`config.mk`:
```
export PLATFORM = sky130hd
export DESIGN_NAME = lsu_ctrl_flat
export DESIGN_NICKNAME = d
export VERILOG_FILES = /design/src/rtl/lsu_pkg.sv /design/src/rtl/lsu_ctrl_if.sv /design/src/rtl/lsu_align.sv /design/src/rtl/lsu_ctrl.sv /design/src/flat_wrapper.sv
export SDC_FILE = /design/constraint.sdc
export NUM_CORES = 1
export LEC_CHECK = 0
export CAP_MARGIN = 20
export CORE_UTILIZATION = 50
export CTS_CLUSTER_DIAMETER = 60
export DETAILED_ROUTE_END_ITERATION = 8
export DONT_BUFFER_PORTS = 1
export HOLD_SLACK_MARGIN = 0.03
export MAX_ROUTING_LAYER = met4
export RECOVER_POWER = 50
export SYNTH_ARGS = -nofsm -noshare
export SYNTH_HDL_FRONTEND = slang
export SYNTH_SLANG_ARGS = --single-unit
```
`constraint.sdc`:
```
create_clock -name clk -period 3.1 [get_ports clk]
set_input_delay 0.93 -clock clk [delete_from_list [all_inputs] [get_ports clk]]
set_output_delay 0.93 -clock clk [all_outputs]
set_load 0.05 [all_outputs]
```
`src/rtl/lsu_pkg.sv`:
```
// Shared types and constants for the load/store unit: access-size codes,
// controller states, RAM read length and the misalignment predicate.
package lsu_pkg;

  localparam logic [1:0]  SZ_B      = 2'd0;
  localparam logic [1:0]  SZ_H      = 2'd1;
  localparam logic [1:0]  SZ_W      = 2'd2;
  localparam logic [31:0] RLEN_WORD = 32'd4;

  // Bit offset of a lane inside the word: byte lanes step by 8, half lanes by 16.
  localparam logic [2:0]  BYTE_LANE_SHIFT = 3'd3;
  localparam logic [3:0]  HALF_LANE_SHIFT = 4'd4;

  typedef enum logic [2:0] {
    S_IDLE,
    S_LD,
    S_RMW_RD,
    S_ST_WR,
    S_RESP
  } state_e;

  // A half is misaligned on an odd address; a word (or reserved size)
  // is misaligned on any address that is not a multiple of four.
  function automatic logic is_misaligned(input logic [1:0] size, input logic [1:0] lo);
    case (size)
      SZ_B:    return 1'b0;
      SZ_H:    return lo[0];
      default: return lo != 2'b00;
    endcase
  endfunction

endpackage

```
`src/rtl/lsu_ctrl_if.sv`:
```
// Request/response and RAM-side signals of the load/store unit.
// master = execute stage plus data RAM; slave = lsu_ctrl.
interface lsu_ctrl_if #(
  parameter int ADDR_W = 32,
  parameter int DATA_W = 32
);
  logic              req_valid;
  logic              req_ready;
  logic              req_wen;
  logic [1:0]        req_size;
  logic              req_unsigned;
  logic [ADDR_W-1:0] req_addr;
  logic [DATA_W-1:0] req_wdata;

  logic              resp_valid;
  logic              resp_ready;
  logic [DATA_W-1:0] resp_rdata;
  logic              resp_err;

  logic              mem_valid;
  logic              mem_wen;
  logic [31:0]       mem_rlen;
  logic [ADDR_W-1:0] mem_raddr;
  logic [ADDR_W-1:0] mem_waddr;
  logic [DATA_W-1:0] mem_wdata;
  logic [DATA_W-1:0] mem_rdata;

  modport master (
    output req_valid, req_wen, req_size, req_unsigned, req_addr, req_wdata,
    output resp_ready, mem_rdata,
    input  req_ready, resp_valid, resp_rdata, resp_err,
    input  mem_valid, mem_wen, mem_rlen, mem_raddr, mem_waddr, mem_wdata
  );

  modport slave (
    input  req_valid, req_wen, req_size, req_unsigned, req_addr, req_wdata,
    input  resp_ready, mem_rdata,
    output req_ready, resp_valid, resp_rdata, resp_err,
    output mem_valid, mem_wen, mem_rlen, mem_raddr, mem_waddr, mem_wdata
  );
endinterface

```
`src/rtl/lsu_align.sv`:
```
// Combinational lane logic: sub-word load extract with sign/zero extension,
// and sub-word store merge into the previously read word.
module lsu_align
  import lsu_pkg::*;
(
  input  logic [1:0]  size_i,
  input  logic [1:0]  lane_i,
  input  logic        unsigned_i,
  input  logic [31:0] rdata_i,
  input  logic [31:0] old_i,
  input  logic [31:0] wdata_i,
  output logic [31:0] load_o,
  output logic [31:0] store_o
);

  logic [7:0]  byte_v;
  logic [15:0] half_v;
  logic [4:0]  byte_off;
  logic [4:0]  half_off;

  // Halves only look at lane bit 1; words ignore the lane, so an
  // unaligned address is silently forced aligned here.
  assign byte_off = 5'(lane_i) << BYTE_LANE_SHIFT;
  assign half_off = 5'(lane_i[1]) << HALF_LANE_SHIFT;

  // NOTE: every output of a combinational block gets a default first, so no path can infer a latch.
  always_comb begin
    load_o  = rdata_i;
    store_o = wdata_i;
    byte_v  = '0;
    half_v  = '0;
    unique case (size_i)
      SZ_B: begin
        byte_v                = rdata_i[byte_off +: 8];
        load_o                = {{24{byte_v[7] & ~unsigned_i}}, byte_v};
        store_o               = old_i;
        store_o[byte_off +: 8] = wdata_i[7:0];
      end
      SZ_H: begin
        half_v                 = rdata_i[half_off +: 16];
        load_o                 = {{16{half_v[15] & ~unsigned_i}}, half_v};
        store_o                = old_i;
        store_o[half_off +: 16] = wdata_i[15:0];
      end
      default: ;
    endcase
  end

endmodule

```
`src/rtl/lsu_ctrl.sv`:
```
// Load/store controller: one request at a time, read-modify-write for
// sub-word stores. Optional trap on misaligned access: LSU_MISALIGN_TRAP_EN.
module lsu_ctrl
  import lsu_pkg::*;
#(
  parameter int ADDR_W = 32,
  parameter int DATA_W = 32
) (
  input  logic       clk,
  input  logic       rst,
  lsu_ctrl_if.slave  bus
);

  state_e            state_q;
  logic [ADDR_W-1:0] addr_q;
  logic [1:0]        size_q;
  logic              uns_q;
  logic [DATA_W-1:0] wdata_q;
  logic [DATA_W-1:0] old_q;
  logic [DATA_W-1:0] rdata_q;
`ifdef LSU_MISALIGN_TRAP_EN
  logic              err_q;
`endif

  logic [DATA_W-1:0] load_word;
  logic [DATA_W-1:0] store_word;
  logic [ADDR_W-1:0] word_addr;

  lsu_align u_align (
    .size_i     (size_q),
    .lane_i     (addr_q[1:0]),
    .unsigned_i (uns_q),
    .rdata_i    (bus.mem_rdata),
    .old_i      (old_q),
    .wdata_i    (wdata_q),
    .load_o     (load_word),
    .store_o    (store_word)
  );

  // NOTE: sequential state is assigned with non-blocking (<=) only, so every flop samples pre-edge values.
  always_ff @(posedge clk) begin
    if (rst) begin
      state_q <= S_IDLE;
      addr_q  <= '0;
      size_q  <= '0;
      uns_q   <= 1'b0;
      wdata_q <= '0;
      old_q   <= '0;
      rdata_q <= '0;
`ifdef LSU_MISALIGN_TRAP_EN
      err_q   <= 1'b0;
`endif
    end else begin
      unique case (state_q)
        S_IDLE: begin
          if (bus.req_valid) begin
            addr_q  <= bus.req_addr;
            size_q  <= bus.req_size;
            uns_q   <= bus.req_unsigned;
            wdata_q <= bus.req_wdata;
            rdata_q <= '0;
`ifdef LSU_MISALIGN_TRAP_EN
            err_q   <= 1'b0;
            if (is_misaligned(bus.req_size, bus.req_addr[1:0])) begin
              err_q   <= 1'b1;
              state_q <= S_RESP;
            end else
`endif
            if (!bus.req_wen)
              state_q <= S_LD;
            else if (bus.req_size == SZ_B || bus.req_size == SZ_H)
              state_q <= S_RMW_RD;
            else
              state_q <= S_ST_WR;
          end
        end
        S_LD: begin
          rdata_q <= load_word;
          state_q <= S_RESP;
        end
        S_RMW_RD: begin
          old_q   <= bus.mem_rdata;
          state_q <= S_ST_WR;
        end
        S_ST_WR: state_q <= S_RESP;
        S_RESP:  if (bus.resp_ready) state_q <= S_IDLE;
        default: state_q <= S_IDLE;
      endcase
    end
  end

  // Enables are gated by rst so an in-flight write is cut off in the reset cycle itself.
  assign word_addr      = {addr_q[ADDR_W-1:2], 2'b00};
  assign bus.req_ready  = !rst && (state_q == S_IDLE);
  assign bus.mem_valid  = !rst && (state_q == S_LD || state_q == S_RMW_RD);
  assign bus.mem_wen    = !rst && (state_q == S_ST_WR);
  assign bus.mem_rlen   = bus.mem_valid ? RLEN_WORD : '0;
  assign bus.mem_raddr  = bus.mem_valid ? word_addr : '0;
  assign bus.mem_waddr  = bus.mem_wen   ? word_addr : '0;
  assign bus.mem_wdata  = bus.mem_wen   ? store_word : '0;
  assign bus.resp_valid = !rst && (state_q == S_RESP);
  assign bus.resp_rdata = rdata_q;
`ifdef LSU_MISALIGN_TRAP_EN
  assign bus.resp_err   = !rst && err_q;
`else
  assign bus.resp_err   = 1'b0;
`endif

endmodule

```
`src/flat_wrapper.sv`:
```
// flat-port wrapper written by rule: the top's interface ports become plain ports
module lsu_ctrl_flat import lsu_pkg::*;
#(
  parameter int ADDR_W = 32,
  parameter int DATA_W = 32
)
  (clk, rst, bus_req_valid, bus_req_wen, bus_req_size, bus_req_unsigned, bus_req_addr, bus_req_wdata, bus_resp_ready, bus_mem_rdata, bus_req_ready, bus_resp_valid, bus_resp_rdata, bus_resp_err, bus_mem_valid, bus_mem_wen, bus_mem_rlen, bus_mem_raddr, bus_mem_waddr, bus_mem_wdata);
  lsu_ctrl_if #(.ADDR_W(ADDR_W), .DATA_W(DATA_W)) bus_i ();
  input  logic clk;
  input  logic rst;
  input wire logic [$bits(bus_i.req_valid)-1:0] bus_req_valid;
  input wire logic [$bits(bus_i.req_wen)-1:0] bus_req_wen;
  input wire logic [$bits(bus_i.req_size)-1:0] bus_req_size;
  input wire logic [$bits(bus_i.req_unsigned)-1:0] bus_req_unsigned;
  input wire logic [$bits(bus_i.req_addr)-1:0] bus_req_addr;
  input wire logic [$bits(bus_i.req_wdata)-1:0] bus_req_wdata;
  input wire logic [$bits(bus_i.resp_ready)-1:0] bus_resp_ready;
  input wire logic [$bits(bus_i.mem_rdata)-1:0] bus_mem_rdata;
  output wire logic [$bits(bus_i.req_ready)-1:0] bus_req_ready;
  output wire logic [$bits(bus_i.resp_valid)-1:0] bus_resp_valid;
  output wire logic [$bits(bus_i.resp_rdata)-1:0] bus_resp_rdata;
  output wire logic [$bits(bus_i.resp_err)-1:0] bus_resp_err;
  output wire logic [$bits(bus_i.mem_valid)-1:0] bus_mem_valid;
  output wire logic [$bits(bus_i.mem_wen)-1:0] bus_mem_wen;
  output wire logic [$bits(bus_i.mem_rlen)-1:0] bus_mem_rlen;
  output wire logic [$bits(bus_i.mem_raddr)-1:0] bus_mem_raddr;
  output wire logic [$bits(bus_i.mem_waddr)-1:0] bus_mem_waddr;
  output wire logic [$bits(bus_i.mem_wdata)-1:0] bus_mem_wdata;
  assign bus_i.req_valid = bus_req_valid;
  assign bus_i.req_wen = bus_req_wen;
  assign bus_i.req_size = bus_req_size;
  assign bus_i.req_unsigned = bus_req_unsigned;
  assign bus_i.req_addr = bus_req_addr;
  assign bus_i.req_wdata = bus_req_wdata;
  assign bus_i.resp_ready = bus_resp_ready;
  assign bus_i.mem_rdata = bus_mem_rdata;
  assign bus_req_ready = bus_i.req_ready;
  assign bus_resp_valid = bus_i.resp_valid;
  assign bus_resp_rdata = bus_i.resp_rdata;
  assign bus_resp_err = bus_i.resp_err;
  assign bus_mem_valid = bus_i.mem_valid;
  assign bus_mem_wen = bus_i.mem_wen;
  assign bus_mem_rlen = bus_i.mem_rlen;
  assign bus_mem_raddr = bus_i.mem_raddr;
  assign bus_mem_waddr = bus_i.mem_waddr;
  assign bus_mem_wdata = bus_i.mem_wdata;
  lsu_ctrl #(.ADDR_W(ADDR_W), .DATA_W(DATA_W)) u_core (.clk(clk), .rst(rst), .bus(bus_i));
endmodule
```
==> flow_summary.json, run 1 <==
{
  "grt_pass1_wl_um": 35000,
  "rsz0062_at_grt": "true",
  "top_layer_used": "met4",
  "ant_nets": 0,
  "die_w_um": 122,
  "clkSlewWorstSetupHoldPaths_ns": 0.06,
  "drc": 0,
  "reg2regPathDepth": 6,
  "finalCriticalPeriod_ns": 3.09,
  "grt.total_usage_pct": 31.4,
  "post-route-period-util_pct": 99.8,
  "synth_top_cell_by_area": "dfxtp_1",
  "path_class": "in2out",
  "whs_path_depth": 2,
  "p_leak_nw": 3.55,
  "ios": 269,
  "drv_slew": 0,
  "grt_max_degree": 114,
  "cts_root_buf": "clkbuf_16",
  "critPathSlowestCell": "a211oi_4",
  "final_nets": 1128,
  "yosys_register_bits": 134,
  "cp_cell_sequence": "nand2b_1, or2_4, inv_4, o21ai_0, a211oi_4, buf_12",
  "dp_cells": 1173,
  "tightestPinTransition_ns": 1.08,
  "cp-end-kind": "output pin",
  "power_density_mw_per_mm2": 545,
  "synthesis.instances": 953,
  "setup_viol_count_final": 0,
  "first_pass_iters": 7,
  "n_antenna_cell": 0,
  "crit_family": "compound AO/OA/AOI/OAI gates",
  "ir_worst_vdd_mv": 0.379,
  "cts_sinks": 134,
  "min_path_type": "reg2reg",
  "p_clk_share_pct": 43.5,
  "initial_utilization_pct": 51.8,
  "comb_power_share_pct": 17.3,
  "status": "finished, final reports clean",
  "drt-initial-drc-count": 506,
  "htree_levels": 4,
  "viasPerCell": 5.79,
  "r2r_setup_slack_ns": 0.86,
  "io_buffers": 0,
  "synth_top_area_share_pct": 37.0,
  "die_height_um": 122,
  "power_frac_seq_pct": 39.2,
  "drt-met1-wl_um": 9040,
  "power_switching_w": 0.00154,
  "wl_um": 22900,
  "holdPathEnd": "u_core.old_q[7]",
  "vias": 7017,
  "gp_congestion": 0.960,
  "reg2reg_to": "u_core.bus.resp_rdata[18]",
  "synthToLayoutAreaGrowth_pct": 31.3,
  "avgSynthCellArea_um2": 7.61,
  "dr_wl_met2_um": 11300,
  "switching_share_pct": 29.8,
  "critPathMaxFanout": 113,
  "yosys_warnings": 0,
  "critPathBufInv": 2,
  "drive_gt1_share_pct": 23.7,
  "maxCapViolations": 0,
  "synth.area.top_cells": "dfxtp_1 37%, nand2_1 13%, a21oi_1 9.2%",
  "internal_power_w": 0.00364,
  "maxSlewHeadroom_pct": 27.2,
  "ys_types": 54,
  "critical_path_arrival_ns": 2.16,
  "ys_seq_area_share_pct": 37.0,
  "critPathMaxStageDelay_ns": 0.31,
  "r2r_start": "u_core.addr_q[1]",
  "synth_edf_count": 0,
  "core_area_mm2": 0.0140,
  "syn_area_mm2": 0.00725,
  "instances_no_fill": 1211,
  "tritoncts": "done",
  "finalClockSkew_ns": 0.00623,
  "cts_made_buffers": 17,
  "finalPower_w": 0.00519,
  "clk_latency_ns": 0.42,
  "hpwl_um": 16700,
  "rows": 43,
  "die-area_mm2": 0.0150,
  "critPathLaunchType": "input port",
  "clock_path_buffers": 2,
  "antenna_found_initial": 0,
  "gr-total-overflow": 0,
  "first_global_vias": 6690,
  "final_common_cell": "nand2_1",
  "crit_required_ns": 2.17,
  "final_cell_mix": "251 x nand2_1, 131 x a21oi_1, 131 x dfxtp_1",
  "clock.fmax_mhz": 323,
  "wl_per_cell_um": 18.9,
  "wl_met3_um": 1930,
  "ctsHoldBuffers": 0,
  "worst_hold_startpoint": "u_core.old_q[7]",
  "dp_slack_ns": -0.0471,
  "fin_ws_ns": 0.00665,
  "async_reset_ff_share_pct": 0,
  "synth_ff_type": "dfxtp_1",
  "finalHoldViolations": 0
}
[sequential cells by signal, indices dropped and copies added, names as in the netlist]
signal                 cells
u_core.wdata_q            32
u_core.state_q             3
u_core.addr_q             32
u_core.size_q              2
u_core.bus.resp_rdata     32
u_core.old_q              32
u_core.uns_q               1
[synth_stat cells (7+ instances only)]
cell        n
buf_4      43
nor2b_1    10
a32o_1      8
a22oi_1    12
a22o_1      8
o21ai_0    58
a21oi_1   133
buf_2      22
o21ai_2    10
and2_1     61
a221o_1     8
inv_1      13
nand3_1     9
dfxtp_1   134
o22ai_1     7
mux2_2      8
a221oi_1   15
nor3_1      8
nor2_1      7
a211oi_2    7
mux2i_1    16
a21boi_0    8
clkbuf_1   37
nand2_1   253
[cells by family (layout without fill, tap and decap cells)]
family          after synthesis  count (layout)  share of synthesized area, %
compound gates              291             291                          25.4
xor+xnor                      1               1                         0.121
fa+ha+maj                     5               5                         0.863
buf+inv                     124             167                          9.34
flops                       134             134                          37.0
mux                          26              26                          3.87
other cells                   1              36                        0.0517
simple gates                371             371                          23.3
[worst max-delay path by stage]
stage,start,to,slack [ns],cells past startpoint
floorplan,rst,bus_mem_wdata[11],-0.36,7
global placement,rst,bus_mem_wdata[22],-0.004,6
detailed placement,rst,bus_mem_wdata[16],-0.05,6
CTS,u_core.addr_q[1],bus_mem_wdata[29],-0.007,8
global route,u_core.addr_q[0],bus_mem_wdata[31],-0.05,8
finish,rst,bus_mem_wdata[31],0.007,6
[layer usage]
layer / track usage, % / vias up
li1: - / 3330
met1: 36.4 / 3280
met2: 51.4 / 354
met3: 7.95 / 53
met4: 13.4 / 0
met5: - / -
[metrics by stage]
stage | cell area [um2] | utilization [%] | hold WS (ns) | TNS (ns)
2_1_floorplan | 7540 | - | 0.433 | -4.17
3_3_place_gp | 8580 | 61.3 | 0.438 | -0.00430
3_5_place_dp | 8580 | 61.3 | 0.444 | -0.393
4_1_cts | 9400 | 67.2 | 0.452 | -0.00733
5_1_grt | 9520 | 68.1 | 0.476 | -0.430
6_report | 9520 | 68.1 | 0.454 | 0
[final cells by class]
type,count,area [um2]
well taps,180,225
repair buffers,121,1570
clock inverters,8,169
fillers,1127,4470
multi-input cells,730,4310
inverters,15,68.8
flip-flops and latches,134,2690
clock buffers,23,488
[worst reg2reg max path: stages (launching register included)]
cell and delay [ns]:
dfxtp_4 0.38, buf_4 0.13, buf_6 0.17, mux2_1 0.43, mux2_4 0.31, o21ai_4 0.48, o21ai_0 0.20
[timing repair]
| action | in CTS | in global routing |
|---|---|---|
| endpoints found under the hold margin | 0 | 0 |
| setup buffers | 3 | 3 |
| endpoints found under the setup margin | 29 | 32 |
| resized for setup | 33 | 36 |
| pin swaps | 13 | 12 |
[power groups by stage]
stage	Clock (W)	Sequential, W	Combinational (W)
finish	0.00226	0.00203	0.000894
detailed placement	0	0.00206	0.000849
floorplan	0	0.00202	0.000738
global route	0.00236	0.00204	0.000977
global placement	0	0.00206	0.000825
CTS	0.00228	0.00203	0.000872
No activity file was read; power rests on OpenSTA's default activity.
==> run 2: changes to the inputs <==
--- a/config.mk
+++ b/config.mk
@@ -5,6 +5,7 @@
 export SDC_FILE = /design/constraint.sdc
 export NUM_CORES = 1
 export LEC_CHECK = 0
+export ABC_CLOCK_PERIOD_IN_PS = 3100
 export CAP_MARGIN = 20
 export CORE_UTILIZATION = 50
 export CTS_CLUSTER_DIAMETER = 60
==> results of run 2 <==
The final DEF is identical to that of run 1; final timing and power are the same.
==> variant (settings of run 2) <==
Build with the macro `LSU_MISALIGN_TRAP_EN` defined.
--- a/src/rtl/lsu_ctrl.sv
+++ b/src/rtl/lsu_ctrl.sv
@@ -1,5 +1,7 @@
 // Load/store controller: one request at a time, read-modify-write for
 // sub-word stores. Optional trap on misaligned access: LSU_MISALIGN_TRAP_EN.
+`define LSU_MISALIGN_TRAP_EN
+
 module lsu_ctrl
   import lsu_pkg::*;
 #(
Behaviour: not the same (a bounded check fails within 4 cycles, from zero or initial values and one cycle with rst high).
==> variant against run 2 <==
Setup slack improved by 0.0013 ns; global-route usage grew 2.6 points; combinational power barely moved; cell count decreased by 2.5%; count of clock-buffer cells in the layout decreased by 5; area after synthesis is 0.45% higher; fmax about the same; wire length grew 7.6%; sequential cell count grew 1; total power shrank 4.2%; design area is 4.3% higher; worst hold slack better by 0.0041 ns; synthesized cell count shrank 1.5%.
==> variant: results <==
[run_status]
status = completed

[sta]
slew_headroom_pct = 4.13
skew_ns = 0.0108
max_freq_mhz = 323

[worst_setup_path]
critPathLaunch = u_core.addr_q[1]
worstSetupEndpoint = bus_mem_wdata[16]
r2r_start = u_core.state_q[2]
critPathSlowestCell = a221oi_1
crit_path_max_fanout = 8
r2r_cells = 5
cpPeakStageDelay_ns = 0.46
r2r_end = u_core.addr_q[15]

[layout]
fin_nets = 1098
buf_share_pct = 16.3
multi_input_area_share_pct = 47.0
comb.multi_input.count = 700
fin_util_pct = 70.7
ff_latch_area_sq_um = 2720
fillers = 1040
non_clock_buffer_count = 111

[pwr]
powerDensity_nw_per_um2 = 500
power_leakage_nw = 3.57
p_comb_mw = 0.891
powerClk_mw = 2.08
internal-power_mw = 3.39

[drt]
drtIter0Drc = 578
wire_per_inst_um = 20.9
firstDrtPassIters = 5
via_count = 7103
viasPerCell = 6.01

[synth]
synth_area_leaders = dfxtp_1 37%, nand2_1 11%, a21oi_1 8.8%, and2_1 5.2%, buf_4 4.0%
synth.distinct_cells = 50
syn-instance-count = 939
ys_top_cells_by_count = 211 x nand2_1, 135 x dfxtp_1, 128 x a21oi_1, 61 x and2_1, 46 x clkbuf_1
synth_seq_cells = 135
ys_seq_area_share_pct = 37.1

[global_route]
grt_pass1_wl_um = 37500
grt_pass1_vias = 6848
grt_max_degree = 111

[place]
dp.cells = 1142
routabilityCongestion = 0.864
## variant: cell count changes in the layout (fill, tap and decap cells not counted), moves of 9 or more
| cell | change |
|---|---|
| and2_2 | +9 |
| and2_1 | -10 |
| buf_4 | -15 |
| buf_12 | +12 |
| nand2_1 | -41 |
| inv_1 | +10 |
| a2111oi_4 | +16 |
| nor2b_1 | +18 |
| a221oi_1 | +14 |
| o2bb2ai_1 | +22 |
| a221oi_4 | +9 |
| o21ai_0 | -28 |
## variant: worst min-delay path by stage
stage	slack [ns]	end	start
2_1_floorplan	0.43	u_core.err_q	u_core.err_q
3_3_place_gp	0.44	u_core.wdata_q[18]	u_core.wdata_q[18]
3_5_place_dp	0.44	u_core.err_q	u_core.err_q
4_1_cts	0.45	u_core.err_q	u_core.err_q
5_1_grt	0.48	u_core.wdata_q[31]	u_core.wdata_q[31]
6_report	0.46	u_core.addr_q[2]	u_core.addr_q[2]
## variant: routing by layer
layer  routed length, um  global-route usage, %  vias up
met5                   0                      -        -
met4                 722                   13.7        0
met3                1610                   7.57       52
met2               12100                   55.7      320
met1               10200                   40.3     3441
li1                    -                      -     3290
## variant: cells by family (layout without fill, tap and decap cells)
logic type / count (synthesis) / after routing / share of synthesized area, %
AND/OR/NAND/NOR: 355 / 355 / 23.0
AO/OA/AOI/OAI: 278 / 278 / 25.2
buffers and inverters: 138 / 166 / 9.81
flip-flops: 135 / 135 / 37.1
multiplexers: 26 / 26 / 3.85
adder cells (fa/ha/maj): 5 / 5 / 0.859
other: 1 / 35 / 0.0515
XOR/XNOR: 1 / 1 / 0.120
## variant: what timing repair did
action,4_1_cts,5_1_grt
endpoints found under the hold margin,0,0
pin swaps,15,7
resized for setup,17,22
endpoints found under the setup margin,34,62
setup buffers,5,2
